--- src/rtl/seq_scan_pkg.sv ---
// Shared types and default sizes for the serial pattern scanner.
package seq_scan_pkg;

  typedef enum logic {
    ST_IDLE  = 1'b0,
    ST_SHIFT = 1'b1
  } state_t;

  localparam int DEF_PAT_W = 3;
  localparam int DEF_CNT_W = 8;

endpackage

--- src/rtl/seq_match_core.sv ---
// Bit history, saturating fill count and pattern comparator.
module seq_match_core
  import seq_scan_pkg::*;
#(
  parameter int PAT_W = DEF_PAT_W
) (
  input  logic             clk_in,
  input  logic             reset_in,
  input  logic             shift_en_in,
  input  logic             bit_in,
  input  logic [PAT_W-1:0] pattern_in,
  input  logic             overlap_in,
  output logic             match_out
);

  localparam int FILL_W = $clog2(PAT_W + 1);
  localparam logic [FILL_W-1:0] FILL_FULL = FILL_W'(PAT_W);

  logic [PAT_W-1:0]  hist_q, hist_d, hist_shift;
  logic [FILL_W-1:0] fill_q, fill_d, fill_inc;
  logic              match;

  always_comb begin
    hist_shift = {hist_q[PAT_W-2:0], bit_in};
    fill_inc   = (fill_q == FILL_FULL) ? fill_q : fill_q + FILL_W'(1);
    match      = shift_en_in && (fill_inc == FILL_FULL) && (hist_shift == pattern_in);
    hist_d     = hist_q;
    fill_d     = fill_q;
    if (shift_en_in) begin
      hist_d = hist_shift;
      // Non-overlapping mode forces a full set of fresh bits before the next match.
      fill_d = (match && !overlap_in) ? '0 : fill_inc;
    end
  end

  always_ff @(posedge clk_in) begin
    if (reset_in) begin
      hist_q <= '0;
      fill_q <= '0;
    end else begin
      hist_q <= hist_d;
      fill_q <= fill_d;
    end
  end

  assign match_out = match;

endmodule

--- src/rtl/seq_scan_ctrl.sv ---
// Byte-to-bit serialiser feeding a pattern matcher, with match counter and sticky irq.
module seq_scan_ctrl
  import seq_scan_pkg::*;
#(
  parameter int PAT_W = DEF_PAT_W,
  parameter int CNT_W = DEF_CNT_W
) (
  input  logic             clk_in,
  input  logic             reset_in,
  input  logic [PAT_W-1:0] cfg_pattern_in,
  input  logic             cfg_overlap_in,
  input  logic [CNT_W-1:0] cfg_thresh_in,
  input  logic [7:0]       byte_in,
  input  logic             byte_valid_in,
  output logic             byte_ready_out,
  output logic             busy_out,
  output logic             detected_out,
  output logic [CNT_W-1:0] match_count_out,
  output logic             irq_out,
  input  logic             irq_clear_in
);

  state_t           state_q, state_d;
  logic [7:0]       byte_q, byte_d;
  logic [PAT_W-1:0] pat_q, pat_d;
  logic             ovl_q, ovl_d;
  logic [2:0]       idx_q, idx_d;
  logic             ready_q, ready_d;
  logic             busy_q, busy_d;
  logic             det_q, det_d;
  logic [CNT_W-1:0] cnt_q, cnt_d;
  logic             irq_q, irq_d;
  logic             match;
  logic             shift_en;

  assign shift_en = (state_q == ST_SHIFT);

  seq_match_core #(
    .PAT_W(PAT_W)
  ) u_core (
    .clk_in      (clk_in),
    .reset_in    (reset_in),
    .shift_en_in (shift_en),
    .bit_in      (byte_q[idx_q]),
    .pattern_in  (pat_q),
    .overlap_in  (ovl_q),
    .match_out   (match)
  );

  always_comb begin
    state_d = state_q;
    byte_d  = byte_q;
    pat_d   = pat_q;
    ovl_d   = ovl_q;
    idx_d   = idx_q;
    ready_d = ready_q;
    busy_d  = busy_q;
    det_d   = match;
    cnt_d   = cnt_q;
    irq_d   = irq_q;

    case (state_q)
      ST_IDLE: begin
        if (byte_valid_in) begin
          byte_d  = byte_in;
          pat_d   = cfg_pattern_in;
          ovl_d   = cfg_overlap_in;
          idx_d   = 3'd7;
          state_d = ST_SHIFT;
          ready_d = 1'b0;
          busy_d  = 1'b1;
        end
      end
      ST_SHIFT: begin
        if (idx_q == 3'd0) begin
          state_d = ST_IDLE;
          ready_d = 1'b1;
          busy_d  = 1'b0;
        end else begin
          idx_d = idx_q - 3'd1;
        end
      end
      default: begin
        state_d = ST_IDLE;
        ready_d = 1'b1;
        busy_d  = 1'b0;
      end
    endcase

    // Clear wins over a coincident match; the detect pulse is unaffected.
    if (irq_clear_in) begin
      cnt_d = '0;
      irq_d = 1'b0;
    end else if (match) begin
      if (cnt_q != {CNT_W{1'b1}}) cnt_d = cnt_q + CNT_W'(1);
      if ((cfg_thresh_in != '0) && (cnt_d == cfg_thresh_in)) irq_d = 1'b1;
    end
  end

  always_ff @(posedge clk_in) begin
    if (reset_in) begin
      state_q <= ST_IDLE;
      byte_q  <= '0;
      pat_q   <= '0;
      ovl_q   <= 1'b0;
      idx_q   <= '0;
      ready_q <= 1'b1;
      busy_q  <= 1'b0;
      det_q   <= 1'b0;
      cnt_q   <= '0;
      irq_q   <= 1'b0;
    end else begin
      state_q <= state_d;
      byte_q  <= byte_d;
      pat_q   <= pat_d;
      ovl_q   <= ovl_d;
      idx_q   <= idx_d;
      ready_q <= ready_d;
      busy_q  <= busy_d;
      det_q   <= det_d;
      cnt_q   <= cnt_d;
      irq_q   <= irq_d;
    end
  end

  assign byte_ready_out  = ready_q;
  assign busy_out        = busy_q;
  assign detected_out    = det_q;
  assign match_count_out = cnt_q;
  assign irq_out         = irq_q;

endmodule

--- config.mk ---
export PLATFORM = sky130hd
export DESIGN_NAME = seq_scan_ctrl
export DESIGN_NICKNAME = d
export VERILOG_FILES = /design/src/rtl/seq_scan_pkg.sv /design/src/rtl/seq_match_core.sv /design/src/rtl/seq_scan_ctrl.sv
export SDC_FILE = /design/constraint.sdc
export NUM_CORES = 1
export LEC_CHECK = 0
export ABC_AREA = 1
export BUFFER_PORTS_ARGS = -buffer_cell sky130_fd_sc_hd__buf_2
export CAP_MARGIN = 20
export CORE_MARGIN = 4
export CORE_UTILIZATION = 25
export CTS_CLUSTER_DIAMETER = 200
export DETAILED_ROUTE_END_ITERATION = 10
export PLACE_DENSITY = 0.47
export SYNTH_ARGS = -nofsm -noshare
export SYNTH_HDL_FRONTEND = slang
export SYNTH_SLANG_ARGS = --single-unit
--- constraint.sdc ---
create_clock -name clk_in -period 1.85 [get_ports clk_in]
set_clock_uncertainty 0.05 [all_clocks]
set_input_delay 0.185 -clock clk_in [delete_from_list [all_inputs] [get_ports clk_in]]
set_output_delay 0.185 -clock clk_in [all_outputs]
set_load 0.01 [all_outputs]
==> results of run 1 <==
==> kinds of logic (layout without fill, tap and decap cells) <==
kind of cell               after synthesis  after routing  synth area share [%]
AOI/OAI and AO/OA                       52             52                  16.0
and+or+nand+nor                        114            114                  32.0
adders and majority gates                3              3                  2.22
DFF                                     32             32                  37.8
xor gates and xnor gates                 3              3                  1.55
buffers and inverters                   44             86                  10.4
==> timing repair <==
item / 4_1_cts / 5_1_grt
endpoints found under the hold margin: 0 / 0
setup endpoints to repair: 0 / 1
resized for setup: 0 / 6
==> sequential cells by signal (all words and copies together), names as in the netlist <==
name and flops:
ovl_q 1, match_count_out 8, detected_out 1, byte_ready_out 1
irq_out 1, u_core.hist_q 2, shift_en 1, busy_out 1
u_core.fill_q 2, pat_q 3, idx_q 3, byte_q 8
==> cell type report <==
type                            count  share of cell area, %
Inverter                           39                   6.97
Clock buffer                        6                   3.45
Timing Repair Buffer               39                   10.4
Clock inverter                      2                   1.67
Tap cell                           77                   4.59
Sequential cell                    32                   30.7
Multi-Input combinational cell    172                   42.2
==> cells in the final DEF, fill, tap and decap left out, drive strengths merged <==
cell type and instances:
nand2 57, buf 39, inv 39, dfxtp 32
nor2 28, a21oi 26, o21ai 24, nand3 24
clkbuf 6, nand4 3, xor2 3, ha 3
a311oi 1, nor4 1, a211oi 1, nor3 1
bufinv 1, clkinv 1
==> worst paths after layout <==
check              to  cells after the start          startpoint
max           irq_out                      9  match_count_out[0]
min          idx_q[2]                      2            reset_in
max reg2reg   irq_out                      9  match_count_out[0]
min reg2reg   irq_out                      2             irq_out
==> power breakdown <==
part,switching [W],total (W),internal (W)
clock,0.000268,0.000668,0.000400
combinational,0.000147,0.000241,0.0000943
sequential,0.0000273,0.000761,0.000733
==> stage by stage <==
step                      hold WS (ns)  cell area, sq um
final                            0.103              2100
after global routing            0.0968              2100
after CTS                       0.0841              2090
after detailed placement         0.394              1980
after global placement           0.393              1980
after floorplan                  0.204              1690
==> worst max-delay path: cells and delay by family, from the launching register on <==
kind / cells / cell delay (ns)
XOR/XNOR: 1 / 0.10
AND/OR/NAND/NOR: 4 / 0.50
adder cells (fa/ha/maj): 1 / 0.19
AO/OA/AOI/OAI: 3 / 0.38
flip-flops: 1 / 0.36
==> routing by layer <==
metal,vias up,wire length (um),track usage [%]
met1,723,2170,14.9
met4,0,63,4.59
met2,27,1840,16.8
met3,5,140,2.42
li1,883,-,-
met5,-,0,0
==> impl_metrics.toml, run 1 <==
[run_status]
status = "complete, no violations"

[timing]
worst_pin_slew_ns = 0.512
setup_viol = 0
post-route-period-util_pct = 89.3
hold_viol = 0
slew_violations = 0
fin_setup_tns_ns = 0
slew_headroom_pct = 65.8
rsz0062_at_grt = "no"
fin_ws_ns = 0.198
period_minus_slack_ns = 1.65
clock.fmax_mhz = 605

[global_route]
grt_util_all_layers_pct = 11.0
grt_max_degree = 22
grt_pass1_vias = 1588
grt_overflow_total = 0
antenna_found_initial = 0
grt_pass1_wl_um = 7330

[place]
dpl_worst_slack_ns = 0.158
portBuffers = 35
dp.cells = 359
dpl.hpwl_um = 3230
globalplace.congestion = 0.802

[routing]
wire_per_inst_um = 11.5
viasPerCell = 4.46
drc = 0
drtPass1Iterations = 4
antenna_left = 0
drt_iter0_markers = 43
vias = 1638
drt_wl_total_um = 4210

[cells_and_area]
layout.nets = 316
fillers = 729
drive_gt1_share_pct = 23.8
regArea_sq_um = 646
post-route-util_pct = 32.5
diodes = 0
fin_cells = 367
multi_input_area_sq_um = 887
area_delta_synth_final_pct = 24.0

[setup_path]
worst_ep_required_time_ns = 2.02
critical_path.endpoint_type = "flip-flop"
arrival_ns = 1.82
crit_top_cell = "a21oi_1"
crit_chain = "ha_2, nand2_2, nor2_4, nand2_4, o21ai_0, xor2_1, a21oi_1, nand4_1, a21oi_1"
cp-start-kind = "flip-flop"
worstSetupPathType = "flip-flop to flip-flop"
cpMaxStageDelayCell = "dfxtp_2"
slowest_delay_ns = 0.36
r2r_slack_ns = 0.20
cp_max_fo = 9

[run]
drv_cap = 0

[power]
cellLeakagePower_nw = 0.992
ir_worst_vdd_mv = 0.330
total_power_w = 0.00167
power_density_nw_per_um2 = 795

[clocking]
cts_hold_buffers = 0
htreeDepth = 2
clock_path_buffers = 2
clock-sinks = 32
clk_latency_ns = 0.28
tritoncts = "done"
clk_pin_slew_ns = 0.07
ctsRootBufferMaster = "clkbuf_8"
cts_setup_buffers = 0
numCtsBuffers = 5

[synthesis]
synthArstFlopShare_pct = 0
synth_edf_count = 0
ys_ff_latch = 32
netlist_instances = 248
syn_nets = 275
synth_area_per_cell_sq_um = 6.83
synth_flop_cell = "dfxtp_1"
synth_top_area_share_pct = 37.8
yosysSeqAreaShare_pct = 37.8
yosysWarnings = 0
ys_top_cells_by_count = "nand2_1, inv_1, dfxtp_1"
synth.area.top_cells = "dfxtp_1, nand2_1, inv_1"
yosysUniqueCellTypes = 24
syn-cell-area_sq_um = 1690
yosysTopAreaCell = "dfxtp_1"
synth.most_common_cell = "nand2_1"

[floorplan]
placementRows = 29
die_y_um = 90.3
ios = 36
core_sq_um = 6460
start_util_pct = 26.2
die-area_sq_um = 8160
die_x_um = 90.3

[min_path]
hp-class = "primary input to flip-flop"
Note: power is estimated with default switching activity, not from simulation.
==> run 2: changes to the inputs <==
ABC_AREA = unset   (was 1)
GPL_TIMING_DRIVEN = 0   (was unset)
==> run 2 against run 1 <==
  * The flow now finishes with violations (setup timing)
  * Worst hold slack worse by 0.021 ns
  * Power is 0.97% higher
  * Non-clock buffer count is 21 higher
  * Largest cell class unchanged
==> impl_metrics.toml, run 2 <==
[run_status]
status = "finished, violations left"
violations = "setup timing"

[floorplan]
die_x_um = 91.5
die-area_sq_um = 8370
placementRows = 30
ios = 36
start_util_pct = 25.7
core_sq_um = 6790
die_y_um = 91.5

[cells_and_area]
fin_area_sq_um = 2490
drive_gt1_share_pct = 39.7
final_common_cell = "nand2_1"
diodes = 0
post-route-util_pct = 36.7
area_delta_synth_final_pct = 42.9
fillers = 704
layout.nets = 298
final_cell_mix = "nand2_1, buf_2, a21oi_1, dfxtp_1, buf_4"

[timing]
clock.fmax_mhz = 524
slew_headroom_pct = 63.6
period_minus_slack_ns = 1.91
worst_pin_slew_ns = 0.540
setup_viol = 4
post-route-period-util_pct = 103
fin_setup_tns_ns = -0.155
hold_viol = 0
fin_ws_ns = -0.0599
slew_violations = 0
rsz0062_at_grt = "yes"

[global_route]
grt_pass1_vias = 1611
grt_max_degree = 11
antenna_found_initial = 0
grt_overflow_total = 0
grt_util_all_layers_pct = 11.3
grt_pass1_wl_um = 7630

[clocking]
clock_path_buffers = 2
clock-sinks = 32
htreeDepth = 2
cts_hold_buffers = 0
ctsRootBufferMaster = "clkbuf_8"
tritoncts = "done"
clk_pin_slew_ns = 0.07
clk_latency_ns = 0.28
numCtsBuffers = 5

[synthesis]
synth.most_common_cell = "nand2_1"
yosysTopAreaCell = "dfxtp_1"
synth-compound-area-share_pct = 20.7
synthArstFlopShare_pct = 0
ys_top_cells_by_count = "nand2_1, dfxtp_1, a21oi_1"
yosysSeqAreaShare_pct = 36.8
syn_nets = 243
synth_top_area_share_pct = 36.8
ys_ff_latch = 32
synth.area.top_cells = "dfxtp_1, nand2_1, a21oi_1"
synth_adder_area_share_pct = 2.15
synth-simple-area-share_pct = 26.8
synth_top_family_by_area = "simple AND/OR/NAND/NOR gates"
synth_area_per_cell_sq_um = 8.07
synth_xor_area_share_pct = 5.03
synth_flop_cell = "dfxtp_1"
syn-cell-area_sq_um = 1740
netlist_instances = 216
synth_mux_area_share_pct = 4.09
yosysWarnings = 0
synth_edf_count = 0
yosysUniqueCellTypes = 45

[setup_path]
cp-start-kind = "flip-flop"
cp_max_fo = 7
arrival_ns = 2.07
crit_family = "simple AND/OR/NAND/NOR gates"
rr_worst_depth = 6
slowest_delay_ns = 0.42
cpMaxStageDelayCell = "or4_4"
path_buf_inv = 0
critical_path.endpoint_type = "flip-flop"
crit_chain = "mux2_4, a2bb2o_4, nor4b_4, nor2_4, or4_4, a21oi_2"
path_depth = 6
worst_ep_required_time_ns = 2.01
worstSetupPathType = "flip-flop to flip-flop"

[routing]
wire_per_inst_um = 12.8
drtPass1Iterations = 4
drt_iter0_markers = 36
vias = 1703
viasPerCell = 4.63
drt_wl_total_um = 4710
drc = 0
antenna_left = 0

[min_path]
holdPathStages = 3
hp-class = "primary input to flip-flop"

[power]
cellLeakagePower_nw = 0.954
share_comb_of_total_power_pct = 15.7
switching_share_pct = 26.1
power_density_nw_per_um2 = 677
clkPwrFrac_pct = 39.4
total_power_w = 0.00169
p_switching_w = 0.000440
pwr-share-seq_pct = 44.9
p_int_w = 0.00125
ir_worst_vdd_mv = 0.360

[run]
drv_cap = 0

[place]
globalplace.congestion = 0.793
dpl.hpwl_um = 3330
portBuffers = 35
dpl_cell_area_sq_um = 2060
-- run 2: power by group through the flow --
stage | clock (W) | sequential (W) | combinational [W]
after floorplan | 0 | 0.000765 | 0.000184
after global placement | 0 | 0.000770 | 0.000257
after detailed placement | 0 | 0.000770 | 0.000258
after CTS | 0.000690 | 0.000761 | 0.000261
after global routing | 0.000723 | 0.000763 | 0.000296
final | 0.000664 | 0.000757 | 0.000264
-- run 2: cell families (layout without fill, tap and decap cells) --
family / after synthesis / after routing
AND/OR/NAND/NOR: 92 / 92
AO/OA/AOI/OAI: 55 / 55
flip-flops: 32 / 32
buffers and inverters: 18 / 74
XOR/XNOR: 10 / 10
multiplexers: 6 / 6
adder cells (fa/ha/maj): 3 / 3
-- run 2: what timing repair did --
| item | CTS | global route |
|---|---|---|
| setup endpoints to repair | 11 | 12 |
| resized for setup | 27 | 35 |
| setup buffers | 4 | 11 |
| pin swaps | 13 | 16 |
| gates cloned | 1 | 0 |
-- run 2: layout make-up --
class	count	area (sq um)	share of cell area, %
inverter	6	22.5	0.904
clock inverter	2	35.0	1.41
clock buffer	6	72.6	2.91
tap	96	120	4.82
sequential	32	662	26.6
timing repair buffer	50	312	12.5
multi-input combinational	166	1190	48.0
buffer	10	72.6	2.91
-- run 2: worst reg2reg max path, delay by kind of cell, from the launching register on --
kind	cells	cell delay (ns)
multiplexers	1	0.21
flip-flops	1	0.37
AO/OA/AOI/OAI	2	0.36
AND/OR/NAND/NOR	3	0.86
-- run 2: layer usage --
metal / share of wire (%) / GRT usage (%) / vias to the layer above
met5: 0 / 0 / -
met4: 0.93 / 3.89 / 0
met3: 4.4 / 2.90 / 4
met2: 47 / 18.4 / 42
met1: 47 / 14.2 / 774
li1: - / - / 883
-- run 2: metrics by stage --
stage	instances	hold slack (ns)	setup WS [ns]
final	368	0.0825	-0.0599
after global routing	368	0.0688	-0.139
after CTS	358	0.0687	-0.0944
after detailed placement	347	0.381	-0.352
after global placement	347	0.376	-0.365
after floorplan	216	0.243	-0.000287
-- run 2: worst paths after layout --
kind | endpoint | startpoint | slack [ns]
setup / recovery | match_count_out[3] | idx_q[0] | -0.06
hold / removal | byte_q[6] | byte_in[6] | 0.08
setup reg to reg | match_count_out[3] | idx_q[0] | -0.06
hold reg to reg | byte_ready_out | byte_ready_out | 0.40
